==> src/rtl/port_io_controller.sv <==
// -----------------------------------------------------------------------------
// port_io_controller
//
// Peripheral-side partner of the CPU output-port and input-port registers.
//
//   Outbound: every word the CPU writes to its output port (cpu_out_load) is
//   captured into a small first-word-fall-through FIFO. The FIFO is drained
//   to an external device over a valid/ready handshake.
//
//   Inbound: one word is accepted from an external device over valid/ready.
//   It is held on cpu_in_data until the CPU pulses cpu_in_read.
//
// Ports
//   clock          system clock, all state changes on the rising edge
//   clear          synchronous active-high reset, overrides every other input
//   cpu_bus_data   CPU bus value, sampled when cpu_out_load=1
//   cpu_out_load   CPU output-port write enable
//   cpu_in_read    CPU input-port read strobe; one pulse consumes one word
//   cpu_in_data    inbound holding register, drives the CPU input port
//   cpu_in_full    inbound holding register holds an unread word
//   dev_out_data   FIFO head word; holds the last popped word when empty
//   dev_out_valid  FIFO non-empty
//   dev_out_ready  device takes the head word this cycle
//   dev_in_data    device word
//   dev_in_valid   device offers a word
//   dev_in_ready   controller accepts a word this cycle (registered decode)
//   out_count      outbound FIFO occupancy
//   out_ovf        sticky flag: an outbound word was dropped
//   out_drop_cnt   saturating count of dropped outbound words
//                  (present only when PORT_IO_DROP_COUNT_EN is defined)
//
// Build option
//   PORT_IO_DROP_COUNT_EN : adds out_drop_cnt; out_ovf is then derived from it.
// -----------------------------------------------------------------------------
module port_io_controller #(
  parameter int DATA_W    = 32,
  parameter int OUT_DEPTH = 4
) (
  input  logic                         clock,
  input  logic                         clear,
  input  logic [DATA_W-1:0]            cpu_bus_data,
  input  logic                         cpu_out_load,
  input  logic                         cpu_in_read,
  output logic [DATA_W-1:0]            cpu_in_data,
  output logic                         cpu_in_full,
  output logic [DATA_W-1:0]            dev_out_data,
  output logic                         dev_out_valid,
  input  logic                         dev_out_ready,
  input  logic [DATA_W-1:0]            dev_in_data,
  input  logic                         dev_in_valid,
  output logic                         dev_in_ready,
  output logic [$clog2(OUT_DEPTH):0]   out_count,
`ifdef PORT_IO_DROP_COUNT_EN
  output logic                         out_ovf,
  output logic [7:0]                   out_drop_cnt
`else
  output logic                         out_ovf
`endif
);

  localparam int PTR_W = $clog2(OUT_DEPTH);
  localparam int CNT_W = PTR_W + 1;

  // ---------------------------------------------------------------------------
  // Outbound FIFO
  // ---------------------------------------------------------------------------
  logic [DATA_W-1:0] mem [OUT_DEPTH];
  logic [PTR_W-1:0]  wr_ptr_reg, wr_ptr_next;
  logic [PTR_W-1:0]  rd_ptr_reg, rd_ptr_next;
  logic [PTR_W-1:0]  rd_ptr_inc;
  logic [CNT_W-1:0]  count_reg, count_next;
  logic [DATA_W-1:0] head_reg, head_next;
  logic              fifo_full;
  logic              push;
  logic              pop;
  logic              drop;

  assign fifo_full  = (count_reg == CNT_W'(OUT_DEPTH));
  assign pop        = (count_reg != '0) && dev_out_ready;
  // A coincident pop frees a slot, so a write at full is still accepted.
  assign push       = cpu_out_load && (!fifo_full || pop);
  assign drop       = cpu_out_load && fifo_full && !pop;
  assign rd_ptr_inc = rd_ptr_reg + PTR_W'(1);

  always_comb begin
    wr_ptr_next = push ? wr_ptr_reg + PTR_W'(1) : wr_ptr_reg;
    rd_ptr_next = pop  ? rd_ptr_inc             : rd_ptr_reg;
    count_next  = count_reg;
    case ({push, pop})
      2'b10:   count_next = count_reg + CNT_W'(1);
      2'b01:   count_next = count_reg - CNT_W'(1);
      default: count_next = count_reg;
    endcase
  end

  // head_reg is the registered read port of the FIFO. It is reloaded whenever
  // the head entry changes. When the FIFO goes empty it keeps the last popped
  // word. The new head comes straight from the bus when the incoming word
  // becomes the head: an empty FIFO, or the only entry being popped.
  always_comb begin
    head_next = head_reg;
    if (count_next != '0) begin
      if ((count_reg == '0) || (pop && (count_reg == CNT_W'(1)))) begin
        head_next = cpu_bus_data;
      end else if (pop) begin
        head_next = mem[rd_ptr_inc];
      end
    end
  end

  // Storage array carries no reset; the pointers and count define validity.
  always_ff @(posedge clock) begin
    if (push) begin
      mem[wr_ptr_reg] <= cpu_bus_data;
    end
  end

  always_ff @(posedge clock) begin
    if (clear) begin
      wr_ptr_reg <= '0;
      rd_ptr_reg <= '0;
      count_reg  <= '0;
      head_reg   <= '0;
    end else begin
      wr_ptr_reg <= wr_ptr_next;
      rd_ptr_reg <= rd_ptr_next;
      count_reg  <= count_next;
      head_reg   <= head_next;
    end
  end

  assign dev_out_data  = head_reg;
  assign dev_out_valid = (count_reg != '0);
  assign out_count     = count_reg;

  // ---------------------------------------------------------------------------
  // Drop reporting
  // ---------------------------------------------------------------------------
`ifdef PORT_IO_DROP_COUNT_EN
  logic [7:0] drop_cnt_reg;

  always_ff @(posedge clock) begin
    if (clear) begin
      drop_cnt_reg <= '0;
    end else if (drop && (drop_cnt_reg != 8'hFF)) begin
      drop_cnt_reg <= drop_cnt_reg + 8'd1;
    end
  end

  assign out_drop_cnt = drop_cnt_reg;
  assign out_ovf      = (drop_cnt_reg != 8'd0);
`else
  logic ovf_reg;

  always_ff @(posedge clock) begin
    if (clear) begin
      ovf_reg <= 1'b0;
    end else if (drop) begin
      ovf_reg <= 1'b1;
    end
  end

  assign out_ovf = ovf_reg;
`endif

  // ---------------------------------------------------------------------------
  // Inbound path: two-state FSM plus holding register
  // ---------------------------------------------------------------------------
  typedef enum logic {
    IN_EMPTY = 1'b0,
    IN_FULL  = 1'b1
  } in_state_t;

  in_state_t         in_state_reg, in_state_next;
  logic [DATA_W-1:0] in_data_reg;

  // State register
  always_ff @(posedge clock) begin
    if (clear) begin
      in_state_reg <= IN_EMPTY;
    end else begin
      in_state_reg <= in_state_next;
    end
  end

  // Next-state logic. A read in IN_FULL only returns to IN_EMPTY, so a word
  // offered in that same cycle waits for the following edge.
  always_comb begin
    in_state_next = in_state_reg;
    case (in_state_reg)
      IN_EMPTY: if (dev_in_valid) in_state_next = IN_FULL;
      IN_FULL:  if (cpu_in_read)  in_state_next = IN_EMPTY;
      default:  in_state_next = IN_EMPTY;
    endcase
  end

  // Output decode. It depends only on the state register, so dev_in_ready has
  // no combinational path from dev_in_valid.
  always_comb begin
    dev_in_ready = 1'b0;
    cpu_in_full  = 1'b0;
    case (in_state_reg)
      IN_EMPTY: dev_in_ready = 1'b1;
      IN_FULL:  cpu_in_full  = 1'b1;
      default:  dev_in_ready = 1'b0;
    endcase
  end

  // Holding register keeps its value after a read (stale data stays visible).
  always_ff @(posedge clock) begin
    if (clear) begin
      in_data_reg <= '0;
    end else if ((in_state_reg == IN_EMPTY) && dev_in_valid) begin
      in_data_reg <= dev_in_data;
    end
  end

  assign cpu_in_data = in_data_reg;

endmodule

==> config.mk <==
export PLATFORM = sky130hd
export DESIGN_NAME = port_io_controller
export DESIGN_NICKNAME = d
export VERILOG_FILES = /design/src/rtl/port_io_controller.sv
export SDC_FILE = /design/constraint.sdc
export NUM_CORES = 1
export LEC_CHECK = 0
export ABC_CLOCK_PERIOD_IN_PS = 3800
export BUFFER_PORTS_ARGS = -buffer_cell sky130_fd_sc_hd__buf_4
export CAP_MARGIN = 10
export CORE_MARGIN = 10
export CORE_UTILIZATION = 45
export CTS_CLUSTER_DIAMETER = 120
export DETAILED_ROUTE_END_ITERATION = 7
export PLACE_DENSITY = 0.69
export SYNTH_ARGS = -nofsm -noshare
export SYNTH_HDL_FRONTEND = slang
export SYNTH_SLANG_ARGS = --single-unit
==> constraint.sdc <==
create_clock -name clock -period 3.8 [get_ports clock]
set_clock_uncertainty 0.05 [all_clocks]
set_input_delay 0 -clock clock [delete_from_list [all_inputs] [get_ports clock]]
set_output_delay 0 -clock clock [all_outputs]
set_load 0.05 [all_outputs]
After elaboration in Yosys (flattened, before gate mapping)
Memories as Yosys holds them, arrays and structs flattened. Index checks and enable logic that the tools add are counted.

Add/subtract/negate cells: 4. Equal/unequal tests: 4. Mux-type cells: 10. Bitwise gates (word level): 1. Reduce and logical (&&, ||, !) cells: 15.

Operators by type and width (number): $mux 32 (2); $logic_and 1x1->1 (6); $mux 1 (6); $pmux 3 s2 (1); $reduce_bool 3->1 (2); $add 2x1->2 const B (2); $add 3x1->3 const B (1); $eq 3x1->1 const B (1); $eq 3x3->1 const B (1); $logic_not 3->1 (1); $sub 3x1->3 const B (1); $eq 2x1->1 const B (1); $eq 2x2->1 const B (1); $logic_not 1->1 (2); $logic_or 1x1->1 (2); $pmux 1 s2 (1); $reduce_and 2->1 (1); $reduce_bool 2->1 (1); $not 1->1 (1).

Register bits after elaboration: 73. Bits in writable memories: 128. Input port bits: 70. Output and inout bits: 71. Logic and storage cells: 42. Memories kept: 1.

Memories: mem (depth 4, bits a word 32, rd ports 1, clocked after memory_dff 0, write ports 1, RTL line 67) `logic [DATA_W-1:0] mem [OUT_DEPTH];`.

Longest topological paths before layout
Depth in word-level cells: 8. Mapped depth: 14. Gate-level depth less buffers: 11.

Worst setup path after synthesis
No wires, ideal clock.

Path type: register to register. From: reg count_reg[0], in the netlist out_count[0]. To: reg head_reg[10], in the netlist dev_out_data[10]. Setup time: 0.121 ns. Arrival time: 3.331 ns. Data required time: 3.629 ns. Path slack: 0.298 ns. Cell stages (with the launch flop): 13. Buffers on the path: 2. Clock period less this slack: 3.502 ns. Cell sequence: dfxtp_1 > inv_1 > ha_1 > nand2b_1 > nand2_1 > inv_1 > ha_1 > buf_4 > o21ai_0 > o211ai_1 > o21ai_4 > buf_12 > mux2_4.

Cells in the longest elaborated chain, start to end: 8. Elaborated cells on any way between the ends: 19. Classes of those cells: 2 x add/sub; 4 x eq/ne; 2 x mux; 11 x reduce/logical.

RTL lines: start: declaration (RTL line 71) `logic [CNT_W-1:0] count_reg, count_next;`; start signal: assignment (RTL line 127) `count_reg <= count_next;`; $reduce_bool 3->1 *; named net dev_out_valid (RTL line 47) `output logic dev_out_valid,`; $logic_and 1x1->1 * (RTL line 79) `assign pop = (count_reg != '0) && dev_out_ready;`; $logic_or 1x1->1 (RTL line 81) `assign push = cpu_out_load && (!fifo_full || pop);`; $logic_and 1x1->1 (RTL line 81); $eq 2x1->1 / $eq 2x2->1 (equally long branches) (RTL line 89) `case ({push, pop})`; $pmux 3 s2 (RTL line 89); $reduce_bool 3->1 (RTL line 102) `if (count_next != '0) begin`; $reduce_and 2->1 (no line); end signal: assignment (RTL line 128) `head_reg <= head_next;`; end: declaration (RTL line 72) `logic [DATA_W-1:0] head_reg, head_next;`.

Mark *: on every way through the listed nets, which the timed path passes. The rest lies on a longest branch. A chain may end at the register's enable or synchronous reset.

Worst setup path after layout
From: reg count_reg[0], in the netlist out_count[0]. To: reg head_reg[0], in the netlist dev_out_data[0].

Cells in the longest elaborated chain, start to end: 8. Elaborated cells on any way between the ends: 19. Classes of those cells: 2 x add/sub; 4 x eq/ne; 2 x mux; 11 x reduce/logical.

RTL lines (RTL line): $eq 3x3->1 / $reduce_bool 3->1 (equally long branches) (78, 79); $logic_not 1->1 / $logic_and 1x1->1 (equally long branches) (81, 79); $logic_or 1x1->1 (81); $logic_and 1x1->1 (81); $eq 2x1->1 / $eq 2x2->1 (equally long branches) (89); $pmux 3 s2 (89); $reduce_bool 3->1 (102); $reduce_and 2->1 (no line).

Parallel ways exist; a longest one is shown, timed or not.

==> PnR_summary.wiki <==
{| class="wikitable"
! Metric !! Value
|-
| Run status || finished, final reports clean
|-
| Aggregate negative setup slack || 0 ns
|-
| Clock Tree Buf Depth || 3
|-
| Shortest clock period the worst path allows after layout || 3.27 ns
|-
| Data required time at the worst endpoint || 4.13 ns
|-
| First-iteration detailed-routing DRC count || 212
|-
| Die H || 156 microns
|-
| Setup Buffers After CTS || 0
|-
| Via-to-Cell Ratio || 5.11
|-
| Post-place instance area || 0.00941 sq mm
|-
| Post-layout instance area || 0.0108 sq mm
|-
| Filler Cell Count || 1,354
|-
| Std-Cell Rows || 49
|-
| Seq/Total Area, Yosys || 64.0%
|-
| IO Pins || 141
|-
| Least-Margin Pin Slew || 1.15 ns
|-
| Die Width || 156 microns
|-
| Crit path arrival time || 3.60 ns
|-
| Clock power share || 31.2%
|-
| Wire per inst || 18.3 microns
|-
| Fraction of the cycle the final worst path needs || 85.9%
|-
| TritonCTS sink count || 201
|-
| Clock-pin slew on the worst setup and hold paths || 0.06 ns
|-
| # nets final || 842
|-
| Combinational fraction of design power || 27.8%
|-
| Count of yosys warnings during synthesis || 0
|-
| Maximum number of pins on one net before global-route repair || 106
|-
| First-pass GRT wire length || 29,800 microns
|-
| Net Sw Frac || 30.4%
|-
| Overall overflow remaining after global route || 0
|-
| Critical path peak fanout || 32
|-
| Final routed DRC violation total || 0
|-
| Final hold viol count || 0
|-
| Standard cell core area || 0.0180 sq mm
|-
| Total via count after detailed routing || 5,137
|-
| Post-synthesis register bit count || 201
|-
| Number of buffers added on ports || 140
|-
| Max-cap check violation count || 0
|-
| Headroom to the max-slew limit || 22.9%
|-
| LEAKAGE || 4.17 nW
|-
| M1 wire length || 7610 microns
|-
| Number of iterations in the first detailed-routing pass || 5
|-
| Category of the critical setup timing path || register to register
|-
| Cell Area, Synth || 0.00829 sq mm
|-
| Number of gates resized after cts || 0
|-
| Met3 WL post-DR || 1820 microns
|-
| TritonCTS clock tree || yes
|-
| RSZ-0062 raised after global routing || false
|-
| Uppermost layer routed || met4
|-
| Internal Dissipation || 4.55 mW
|-
| Launching element type of the critical path || register
|-
| Worst skew pair latency || 0.49 ns
|-
| Sw power || 1.98 mW
|-
| EDFF count, synth || 128
|-
| Distinct cell type count of the synthesized netlist || 35
|-
| Worst VDD drop || 0.000547 V
|-
| Total power divided by cell area || 605 mW/mm^2
|-
| Total routing usage reported by global routing || 15.0%
|-
| Number of antenna violations at the first check in global routing || 0
|-
| Synthesized area divided by synthesized cell count || 14.8 sq um
|-
| Number of levels the H-tree was split into || 1
|-
| Number of endpoints failing setup at the final stage || 0
|-
| Vias in the first global route || 5,637
|-
| Diodes inserted || 0
|-
| Portion of total power attributed to sequential cells || 41.0%
|-
| Number of pins with negative max-slew slack in the final report || 0
|-
| Flip-flop cell with the highest count after synthesis || sky130_fd_sc_hd__edfxtp_1
|-
| Synth async-reset ratio || 0%
|-
| Post-Route WL || 18,400 microns
|-
| Die Outline Area || 0.0242 sq mm
|-
| Area Growth Syn to Fin || 30.3%
|-
| F_max || 306 MHz
|-
| Share of post-route cells with drive strength above 1 || 31.4%
|-
| Initial core utilization || 46.0%
|-
| Total CTS buffers || 22
|-
| Total length of routed met2 wires || 8600 microns
|-
| Antenna Violating Nets Remaining || 0
|-
| Clock root buffer master || sky130_fd_sc_hd__clkbuf_16
|-
| Largest Register || mem
|-
| Flip-flop count of the largest register after layout || 128
|-
| Endpoint type of the worst setup path || register
|-
| Post-Synthesis Cells || 561
|-
| Final GP Congestion || 0.777
|-
| Synth Net Count || 641
|-
| Class of the worst hold path || input pin to register
|-
| Half-perimeter wire length after placement || 11,000 microns
|}
[metrics by stage]
stage	setup slack [ns]	std cells	hold slack, ns	utilization, %	total power, mW
after CTS	0.564	1006	0.115	59.9	6.61
after global placement	0.790	898	0.136	52.2	4.46
after detailed placement	0.574	898	0.144	52.2	4.49
final	0.534	1006	0.143	59.9	6.53
after floorplan	0.298	561	0.0489	-	4.05
after global routing	0.343	1006	0.178	59.9	6.81
[synth_stat cells (all sizes together) (2+ instances only)]
cell	instances	area [sq um]
mux2	32	473
buf	17	200
mux4	32	732
o21ai	4	31.3
dfxtp	73	1460
mux2i	32	320
nand2	69	259
a211oi	4	35.0
nor2b	38	238
nor2	41	154
nand2b	3	18.8
nand3b	2	15.0
edfxtp	128	3840
a21oi	36	180
nor3	2	10.0
inv	7	26.3
ha	10	125
clkbuf	19	78.8
and3	4	25.0
xor2	2	17.5
[layout make-up]
class	instances	area (sq um)	share of cell area, %
sequential	201	5310	49.2
multi-input combinational	317	2680	24.8
clock buffer	28	594	5.51
timing repair buffer	213	1800	16.6
clock inverter	11	101	0.939
inverter	7	26.3	0.243
tap	229	287	2.65
[layout by cell type (no fill, tap or decap), types with 3 or more instances in the layout]
cell type                       count
sky130_fd_sc_hd__a211oi_1           3
sky130_fd_sc_hd__a21oi_1           36
sky130_fd_sc_hd__and3_2             4
sky130_fd_sc_hd__buf_4            142
sky130_fd_sc_hd__clkbuf_1           5
sky130_fd_sc_hd__clkbuf_16         23
sky130_fd_sc_hd__clkinv_1           5
sky130_fd_sc_hd__clkinv_2           3
sky130_fd_sc_hd__dfxtp_1           71
sky130_fd_sc_hd__dlygate4sd3_1     69
sky130_fd_sc_hd__edfxtp_1         128
sky130_fd_sc_hd__ha_1              10
sky130_fd_sc_hd__inv_1              7
sky130_fd_sc_hd__mux2_4            30
sky130_fd_sc_hd__mux2i_1           32
sky130_fd_sc_hd__mux4_1             3
sky130_fd_sc_hd__mux4_2            29
sky130_fd_sc_hd__nand2_1           69
sky130_fd_sc_hd__nand2b_1           3
sky130_fd_sc_hd__nor2_1            41
sky130_fd_sc_hd__nor2b_1           37
[power by group through the flow]
stage	registers, mW	logic, mW	clock network (mW)
after floorplan	3.14	0.918	0
after global placement	2.71	1.74	0
after detailed placement	2.72	1.77	0
after CTS	2.68	1.83	2.10
after global routing	2.70	1.92	2.18
final	2.68	1.82	2.04
[cell families (layout without fill, tap and decap cells)]
logic type      after synthesis  in the layout  share of synthesized area [%]
flops                       201            201                           64.0
simple gates                163            163                           8.99
mux                          96             96                           18.4
compound gates               45             45                           3.07
buf+inv                      43            259                           3.68
fa+ha+maj                    10             10                           1.51
xor+xnor                      3              3                          0.317
[path summary, 6_finish.rpt]
check / slack [ns] / cells past startpoint / start / endpoint
worst max-delay path: 0.53 / 12 / out_count[0] / dev_out_data[0]
worst min register to register: 0.41 / 2 / cpu_in_data[13] / cpu_in_data[13]
worst min-delay path: 0.14 / 4 / dev_in_valid / cpu_in_data[5]
worst max register to register: 0.53 / 12 / out_count[0] / dev_out_data[0]
[critical path, stage by stage, from the launching register on]
cell and delay (ns):
sky130_fd_sc_hd__dfxtp_1 0.47, sky130_fd_sc_hd__inv_1 0.14, sky130_fd_sc_hd__ha_1 0.26, sky130_fd_sc_hd__nand3b_1 0.17
sky130_fd_sc_hd__and2_1 0.26, sky130_fd_sc_hd__inv_1 0.08, sky130_fd_sc_hd__ha_1 0.42, sky130_fd_sc_hd__nor3b_1 0.11
sky130_fd_sc_hd__o21ai_1 0.16, sky130_fd_sc_hd__o211ai_1 0.17, sky130_fd_sc_hd__o21ai_4 0.20, sky130_fd_sc_hd__buf_12 0.28
sky130_fd_sc_hd__mux2_2 0.36
[layer usage]
metal,vias up,track usage (%)
met5,-,0
li1,2438,-
met2,187,24.2
met1,2483,17.9
met4,0,4.32
met3,29,6.48
[repair_timing]
action                                  4_1_cts  5_1_grt
hold buffers                                 69        0
endpoints found under the setup margin        0        0
hold endpoints to repair                    198        0
Note: power is estimated with default switching activity, not from simulation.
